File: src/rtl/n25q_pkg.sv
// Shared types and constants for the N25Q command sequencer.
// States, opcodes and the filler byte used for dummy/read phases.
package n25q_pkg;

  typedef enum logic [2:0] {
    IDLE,
    SETUP,
    OPC,
    ADDR,
    DUMMY,
    WRITE,
    READ,
    DESEL
  } state_t;

  localparam logic [7:0] OP_WREN      = 8'h06;
  localparam logic [7:0] OP_RDID      = 8'h9F;
  localparam logic [7:0] OP_READ      = 8'h03;
  localparam logic [7:0] OP_FAST_READ = 8'h0B;
  localparam logic [7:0] OP_PP        = 8'h02;
  localparam logic [7:0] OP_RDSR      = 8'h05;
  localparam logic [7:0] OP_SE        = 8'hD8;

  localparam logic [7:0] DUMMY_BYTE   = 8'h00;

endpackage

File: src/rtl/n25q_byte_issuer.sv
// Single-outstanding go/done byte handshake toward spi_master.
// Holds the issued byte on byte_tx until its done pulse returns.
module n25q_byte_issuer (
  input  logic       clk,
  input  logic       rst_n,
  input  logic       req,
  input  logic [7:0] tx_in,
  input  logic       byte_done,
  output logic       byte_go,
  output logic [7:0] byte_tx,
  output logic       done
);

  logic       pend;
  logic [7:0] tx_q;

  assign byte_go = req & ~pend;
  assign byte_tx = pend ? tx_q : tx_in;
  assign done    = byte_done & pend;

  // Track the one byte in flight; stray done pulses are ignored.
  always_ff @(posedge clk or negedge rst_n) begin
    if (!rst_n) begin
      pend <= 1'b0;
      tx_q <= 8'h00;
    end else if (byte_go) begin
      pend <= 1'b1;
      tx_q <= tx_in;
    end else if (done) begin
      pend <= 1'b0;
    end
  end

endmodule

File: src/rtl/n25q_cmd_seq.sv
// N25Q command sequencer: splits one command descriptor into
// byte transactions and owns chip select for the whole command.
module n25q_cmd_seq
  import n25q_pkg::*;
#(
  parameter int ADDR_BYTES = 3,
  parameter int LEN_W      = 9,
  parameter int CS_SETUP   = 2,
  parameter int CS_DESEL   = 4
) (
  input  logic                    ifclk,
  input  logic                    resetb,
  input  logic                    cmd_valid,
  output logic                    cmd_ready,
  input  logic [7:0]              cmd_opcode,
  input  logic                    cmd_has_addr,
  input  logic [8*ADDR_BYTES-1:0] cmd_addr,
  input  logic [3:0]              cmd_dummy,
  input  logic [LEN_W-1:0]        cmd_wr_len,
  input  logic [LEN_W-1:0]        cmd_rd_len,
  input  logic [7:0]              wr_data,
  input  logic                    wr_valid,
  output logic                    wr_ready,
  output logic [7:0]              rd_data,
  output logic                    rd_valid,
  input  logic                    rd_ready,
  output logic                    busy,
  output logic                    cmd_done,
  output logic                    byte_go,
  output logic [7:0]              byte_tx,
  input  logic [7:0]              byte_rx,
  input  logic                    byte_done,
  output logic                    csb
);

  localparam int AW = 8 * ADDR_BYTES;
  localparam logic [LEN_W-1:0] ONE = LEN_W'(1);

  state_t           state, state_n;
  logic [LEN_W-1:0] cnt, cnt_n;
  logic [7:0]       opc_q;
  logic             has_addr_q;
  logic [AW-1:0]    addr_q;
  logic [3:0]       dummy_q;
  logic [LEN_W-1:0] wr_len_q;
  logic [LEN_W-1:0] rd_len_q;
  logic             live;
  logic             csb_q;
  logic             rd_valid_q;
  logic [7:0]       rd_data_q;
  logic             req;
  logic             done;
  logic             accept;
  logic             last;
  logic [7:0]       tx_sel;

  assign cmd_ready = live & (state == IDLE);
  assign accept    = cmd_valid & cmd_ready;
  assign busy      = (state != IDLE);
  assign csb       = csb_q;
  assign rd_valid  = rd_valid_q;
  assign rd_data   = rd_data_q;
  assign wr_ready  = (state == WRITE) & byte_go;
  assign last      = (cnt == ONE);

  n25q_byte_issuer u_issuer (
    .clk       (ifclk),
    .rst_n     (resetb),
    .req       (req),
    .tx_in     (tx_sel),
    .byte_done (byte_done),
    .byte_go   (byte_go),
    .byte_tx   (byte_tx),
    .done      (done)
  );

  // State and phase counter register.
  always_ff @(posedge ifclk or negedge resetb) begin
    if (!resetb) begin
      state <= IDLE;
      cnt   <= '0;
    end else begin
      state <= state_n;
      cnt   <= cnt_n;
    end
  end

  // Phase sequencing; later checks override to pick the first non-empty phase.
  always_comb begin
    state_n  = state;
    cnt_n    = cnt;
    req      = 1'b0;
    tx_sel   = DUMMY_BYTE;
    cmd_done = 1'b0;
    unique case (state)
      IDLE: begin
        if (accept) begin
          state_n = SETUP;
          cnt_n   = LEN_W'(CS_SETUP - 1);
        end
      end
      SETUP: begin
        if (cnt == '0) state_n = OPC;
        else cnt_n = cnt - ONE;
      end
      OPC: begin
        req    = 1'b1;
        tx_sel = opc_q;
      end
      ADDR: begin
        req    = 1'b1;
        tx_sel = addr_q[AW-1 -: 8];
      end
      DUMMY: req = 1'b1;
      WRITE: begin
        req    = wr_valid;
        tx_sel = wr_data;
      end
      READ: req = ~rd_valid_q;
      DESEL: begin
        if (cnt == '0) begin
          state_n  = IDLE;
          cmd_done = 1'b1;
        end else begin
          cnt_n = cnt - ONE;
        end
      end
      default: state_n = IDLE;
    endcase
    if (done) begin
      if (state != OPC && !last) begin
        cnt_n = cnt - ONE;
      end else begin
        state_n = DESEL;
        cnt_n   = LEN_W'(CS_DESEL - 1);
        if (state != READ && rd_len_q != '0) begin
          state_n = READ;
          cnt_n   = rd_len_q;
        end
        if (state inside {OPC, ADDR, DUMMY} && wr_len_q != '0) begin
          state_n = WRITE;
          cnt_n   = wr_len_q;
        end
        if (state inside {OPC, ADDR} && dummy_q != '0) begin
          state_n = DUMMY;
          cnt_n   = LEN_W'(dummy_q);
        end
        if (state == OPC && has_addr_q) begin
          state_n = ADDR;
          cnt_n   = LEN_W'(ADDR_BYTES);
        end
      end
    end
  end

  // Latch the descriptor; shift the address so the MSB byte is on top.
  always_ff @(posedge ifclk or negedge resetb) begin
    if (!resetb) begin
      opc_q      <= 8'h00;
      has_addr_q <= 1'b0;
      addr_q     <= '0;
      dummy_q    <= 4'h0;
      wr_len_q   <= '0;
      rd_len_q   <= '0;
    end else if (accept) begin
      opc_q      <= cmd_opcode;
      has_addr_q <= cmd_has_addr;
      addr_q     <= cmd_addr;
      dummy_q    <= cmd_dummy;
      wr_len_q   <= cmd_wr_len;
      rd_len_q   <= cmd_rd_len;
    end else if (done && state == ADDR) begin
      addr_q <= addr_q << 8;
    end
  end

  // Chip select low from the cycle after accept until deselect.
  always_ff @(posedge ifclk or negedge resetb) begin
    if (!resetb) begin
      csb_q <= 1'b1;
      live  <= 1'b0;
    end else begin
      csb_q <= (state_n == IDLE) || (state_n == DESEL);
      live  <= 1'b1;
    end
  end

  // Read payload holding register; next read byte waits for its accept.
  always_ff @(posedge ifclk or negedge resetb) begin
    if (!resetb) begin
      rd_valid_q <= 1'b0;
      rd_data_q  <= 8'h00;
    end else if (done && state == READ) begin
      rd_valid_q <= 1'b1;
      rd_data_q  <= byte_rx;
    end else if (rd_valid_q && rd_ready) begin
      rd_valid_q <= 1'b0;
    end
  end

endmodule

File: config.mk
export PLATFORM = sky130hd
export DESIGN_NAME = n25q_cmd_seq
export DESIGN_NICKNAME = d
export VERILOG_FILES = /design/src/rtl/n25q_pkg.sv /design/src/rtl/n25q_byte_issuer.sv /design/src/rtl/n25q_cmd_seq.sv
export SDC_FILE = /design/constraint.sdc
export NUM_CORES = 1
export LEC_CHECK = 0
export CORE_AREA = 2 2 103 105
export DETAILED_ROUTE_END_ITERATION = 8
export DIE_AREA = 0 0 105 107
export GPL_ROUTABILITY_DRIVEN = 0
export PLACE_DENSITY = 0.85
export RECOVER_POWER = 50
export SETUP_SLACK_MARGIN = 0.02
export SYNTH_ARGS = -nofsm -noshare
export SYNTH_HDL_FRONTEND = slang
export SYNTH_SLANG_ARGS = --single-unit
File: constraint.sdc
create_clock -name ifclk -period 2.2 [get_ports ifclk]
set_input_delay 0.33 -clock ifclk [delete_from_list [all_inputs] [get_ports ifclk]]
set_output_delay 0.33 -clock ifclk [all_outputs]
set_load 0.02 [all_outputs]
# [After elaboration in Yosys (flattened, before gate mapping)]
# Cells that the tools add are included.
[classes] n_addsub=1 n_mul=0 n_div=0 order_cmp=0 n_eq_ne=13 n_shift=0 muxes=30 bitwise=7 reduce_logical=26
[ops] operator="9-bit two-way mux" n=8
[ops] operator="24-bit two-way mux" n=2
[ops] operator="3-bit two-way mux" n=8
[ops] operator="8-bit case mux with 3 select lines" n=1
[ops] operator="9-bit case mux with 2 select lines" n=1
[ops] operator="9-bit nonzero test" n=2
[ops] operator="3-bit equality test (second input constant)" n=5
[ops] operator="9-bit by 1-bit equality test with 1-bit output (second input constant)" n=1
[ops] operator="9-bit logical NOT" n=1
[ops] operator="3-bit inequality test (second input constant)" n=3
[ops] operator="3-bit case mux with 3 select lines" n=1
[ops] operator="3-bit nonzero test" n=3
[ops] operator="9-bit by 1-bit subtractor with 9-bit output (second input constant)" n=1
[ops] operator="1-bit logical AND" n=8
[ops] operator="8-bit two-way mux" n=1
[ops] operator="2-bit nonzero test" n=4
[ops] operator="1-bit two-way mux" n=7
[ops] operator="3-bit by 2-bit equality test with 1-bit output (second input constant)" n=2
[ops] operator="3-bit logical NOT" n=2
[ops] operator="1-bit bitwise AND" n=5
[ops] operator="4-bit nonzero test" n=1
[ops] operator="3-bit by 1-bit equality test with 1-bit output (second input constant)" n=1
[ops] operator="3-bit by 2-bit inequality test with 1-bit output (second input constant)" n=1
[ops] operator="1-bit case mux with 3 select lines" n=1
[ops] operator="other kinds (6)" n=7
[word_totals] regBits=87 latchBits=0 ramBits=0 mem_bits_ro=0 input_bits=77 out_inout_bits=23 wordCells=91 n_memories=0

# [Depth between registers and ports, before layout]
[logic_depth] ltp_word=10 depth_mapped=8 mapped_depth_nobuf=7

# [Modules after synthesis]
# A second synthesis with hierarchy kept.
[hier_totals] hier_cells=491 area_unflattened_um2=4479.3
[by_module_without_submodules] module="n25q_cmd_seq" instances=1 cells_each=459 area_each_um2=3995.1 seq_area_each_um2=1953.1
[by_module_without_submodules] module="n25q_byte_issuer" instances=1 cells_each=32 area_each_um2=484.2 seq_area_each_um2=225.2

# [Least setup slack after synthesis]
# Ideal clock, no wire load.
[synth_timing] path_kind="register -> register" startpoint="register state[0]" endpoint="register cnt[8]" setup_ns=0.126 arrival_time_ns=2.259 required_time_ns=2.074 setup_slack_ns=-0.185 path_stages_with_launch=7 cell_sequence="dfrtp_1 > nor4b_1 > and2_1 > clkbuf_2 > nor3_4 > a21o_1 > a221o_1"
[synth_between] elab_cells_between_ends=29 cone_classes="eq/ne (9); mux (7); bitwise (2); reduce/logical (11)"
[synth_rtl] element="start: declaration" line_no="n25q_cmd_seq.sv:39" text="state_t state, state_n;"
[synth_rtl] element="start signal: assignment" line_no="n25q_cmd_seq.sv:83" text="state <= state_n;"
[synth_rtl] element="3-bit logical NOT" line_no="n25q_cmd_seq.sv:57" text="assign cmd_ready = live & (state == IDLE);"
[synth_rtl] element="1-bit bitwise AND" line_no="n25q_cmd_seq.sv:57"
[synth_rtl] element="via cmd_ready" line_no="n25q_cmd_seq.sv:14" text="output logic cmd_ready,"
[synth_rtl] element="1-bit bitwise AND" line_no="n25q_cmd_seq.sv:58" text="assign accept = cmd_valid & cmd_ready;"
[synth_rtl] element="3-bit inequality test (no source line)"
[synth_rtl] element="3-bit AND reduction (no source line)"
[synth_rtl] element="end signal: assignment" line_no="n25q_cmd_seq.sv:84" text="cnt <= cnt_n;"
[synth_rtl] element="end: declaration" line_no="n25q_cmd_seq.sv:40" text="logic [LEN_W-1:0] cnt, cnt_n;"
# The timed path passes the listed nets, and every way through them passes these cells.
# A chain may end at the register's enable or synchronous reset.

# [Worst setup path after layout]
[layout_timing] startpoint="register state[0]" endpoint="output wr_ready"
[layout_between] elab_chain_len=5 elab_cells_between_ends=9 cone_classes="eq/ne (5); mux (1); bitwise (2); reduce/logical (1)"
[layout_lines] element="3-bit by 2-bit equality test with 1-bit output / 3-bit equality test (equally long branches)" line_no="n25q_cmd_seq.sv:95" text="unique case (state)"
[layout_lines] element="3-bit OR reduction (no source line)"
[layout_lines] element="1-bit case mux with 3 select lines" line_no="n25q_cmd_seq.sv:95"
[layout_lines] element="1-bit bitwise AND" line_no="n25q_byte_issuer.sv:17" text="assign byte_go = req & ~pend;"
[layout_lines] element="1-bit bitwise AND (*)" line_no="n25q_cmd_seq.sv:63" text="assign wr_ready = (state == WRITE) & byte_go;"
[layout_lines] element="end: declaration" line_no="n25q_cmd_seq.sv:23" text="output logic wr_ready,"
# Mark *: on every way between the ends. The rest lies on a longest branch, timed or not.

==> impl_results.md <==
- CP max stage cell: dfrtp_1
- Synthesized area: 4510 sq um
- Least-Margin Pin Slew: approximately 1.1 ns
- Placed insts: 743
- Synth top area share: a little under half
- CORE AREA: a little over 10,000 sq um
- Final worst setup slack: between 0.05 and 0.06 ns
- Initial core utilization: roughly 45%
- Worst Setup End Kind: primary output
- Ys async rst share: between 90% and 100%
- Pin count of the biggest net entering global routing: 47
- Residual DRC count: 0
- Yosys top cell by area: dfrtp_1
- Distinct cells, synth: 69
- VDD IR max: about 590 uV
- Commonest non-fill, non-tap cell in the layout: nand2_1
- Rows: 37
- Final hold slack: around 0.26 ns
- Avg Cell Area, Syn: ~9 sq um
- CP startpoint kind: register
- Chip height: around 110 microns
- Full die area: 11,200 sq um
- Max Cap Viol: 0
- Global route overflow: 0
- P_leak: 2.91 nW
- Synth area leaders: dfrtp_1 (48%), nand2_1 (12%), a22oi_1 (3.8%)
- Fin. Hold Viols: 0
- Routed wire length: 13.5 mm
- Layout Nets: just over 700
- Clk root buf: clkbuf_8
- DR vias: around 4,400
- CTS Sinks: between 80 and 90
- Number of global-route vias before repair: 4,400
- EDFF count, synth: 0
- Crit Path Max Fanout: 11
- Worst hold path class: input pin to async pin
- TritonRoute pass-1 iters: 5
- IO Pins: 100
- Final non-filler cell total: about 770
- Mapped Cells: between 400 and 500
- Antenna Cells: 0
- Placed Area: approximately 6000 sq um
- Critical path, cell by cell: buf_4, o21bai_1, a21o_1, inv_1, and3_1, buf_2
- CP max stage delay: 0.44 ns
- CP arrival: around 1.8 ns
- Tmin final: around 2.1 ns
- Starting DRT DRC Count: 340
- All-Layer GR Usage: 23.6%
- Critical path class: register to primary output
- Layout cells sized above 1: between 20 and 25%
- Synth warn: 0
- Syn nets: between 500 and 600
- Pwr Density: 1420 nW/um^2
- Final Cycle Share: 97.6%
- #FFs+latches synth: a little under 90
- Sequential-to-total area share from yosys stat: around half
- Worst Skew: ~0.012 ns
- Clock Path Buffers: 2
- # hold bufs at CTS: 0
- Vias/cell: 5.72
- # port buffers: just under 100
- CTS tree: done
- RSZ-0062 raised after global routing: yes
- First-pass GRT wire length: between 20 and 25 mm
- Rel. slew slack: between 20% and 30%
- Most frequent cells in the layout: nand2_1 (148), dfrtp_1 (86), clkdlybuf4s50_1 (85)
- Final Instance Area: about 6300 sq um
- Filler cells: ~820
- Achievable Freq: between 400 and 500 MHz
- CTS clk-pin slew, worst paths: 0.10 ns
- Post-DRT Antenna Nets: 0
- Worst endpoint required time: 1.87 ns
- Post-DP HPWL: 9.46 mm
- Wire per inst: about 18 microns
- Post-place setup slack: -0.0635 ns
- Final setup fails: 0
- Area Overhead vs Synth: 40.2%
- Ys flop type: dfrtp_1
- Outcome: complete, no violations
- Initial antenna violation count: 0
- CTS Buf Count: 9
- Die Width: approximately 110 microns
- Slew Viols, Final: 0
- Skew-Pair Late Insertion Delay: ~0.36 ns
- H-tree depth: 3
## routing by layer
layer / up-vias / wire length (microns) / global-route usage, %
li1: 2006 / - / -
met1: 2120 / 5440 / 30.1
met4: 0 / 437 / 9.05
met5: - / 0 / 0
met2: 205 / 6720 / 38.8
met3: 44 / 951 / 5.90
## kinds of logic after synthesis
family / synth area share [%]
other: 0.0831
multiplexers: 2.72
adder cells (fa/ha/maj): 0.832
AO/OA/AOI/OAI: 20.9
flip-flops: 48.3
XOR/XNOR: 0.777
buffers and inverters: 4.08
AND/OR/NAND/NOR: 22.4
## flip-flops by register name (all words and copies together) (netlist names), 4 cells and up
name and count:
addr_q 24, cnt 9, rd_len_q 9, wr_len_q 9
opc_q 8, rd_data 8, u_issuer.tx_q 8, dummy_q 4
## report_power, final
| part | switching, mW | internal [mW] |
|---|---|---|
| registers | 0.527 | 2.27 |
| clock network | 0.611 | 0.646 |
| logic | 2.74 | 2.21 |
| total | 3.88 | 5.13 |
## cells in the mapped netlist, types with 4 or more instances
library cell	instances
a211oi_1	4
inv_1	9
a22o_1	16
mux2_2	8
or3_1	6
a21oi_1	17
nand2_1	148
o21ai_0	12
dfrtp_1	86
o211ai_1	8
nand3_1	6
nor2b_1	4
nor2_1	22
a22oi_1	23
clkbuf_1	18
a221oi_1	4
buf_2	8
a21o_1	10
## metrics by stage
stage / setup TNS, ns / utilization, % / power (mW)
after floorplan: 0 / - / 5.42
after global placement: -0.0350 / 58.5 / 6.99
after detailed placement: -0.153 / 58.5 / 7.19
after CTS: 0 / 61.6 / 8.62
after global routing: -0.0947 / 62.7 / 9.54
final: 0 / 62.7 / 9.01
## timing repair
item | in CTS | in global routing
resized for setup | 52 | 39
setup endpoints to repair | 16 | 20
pin swaps | 3 | 15
gates cloned | 0 | 1
buffers inserted | 5 | 1
## worst paths after layout
check	start	endpoint	slack [ns]	cells after the start
max	state[0]	wr_ready	0.05	6
min	resetb	rd_len_q[4]	0.26	2
max reg2reg	state[0]	csb	0.06	7
min reg2reg	addr_q[11]	addr_q[11]	0.48	2
max in group asynchronous	resetb	addr_q[23]	1.24	2
min in group ifclk	addr_q[11]	addr_q[11]	0.48	2
## worst max-delay path, delay by kind of cell (launching register included)
kind | cells | cell delay (ns)
DFF | 1 | 0.44
AOI/OAI and AO/OA | 2 | 0.38
buffers and inverters | 3 | 0.48
and+or+nand+nor | 1 | 0.16
## cell type report
class | instances | area, sq um | area share (%)
clock buffers | 9 | 124 | 1.96
clock inverters | 6 | 93.8 | 1.48
inverters | 11 | 41.3 | 0.653
multi-input cells | 361 | 2340 | 37.0
flip-flops and latches | 87 | 2180 | 34.4
well taps | 136 | 170 | 2.69
repair buffers | 155 | 1380 | 21.8
Power figures use the tool's default switching activity.
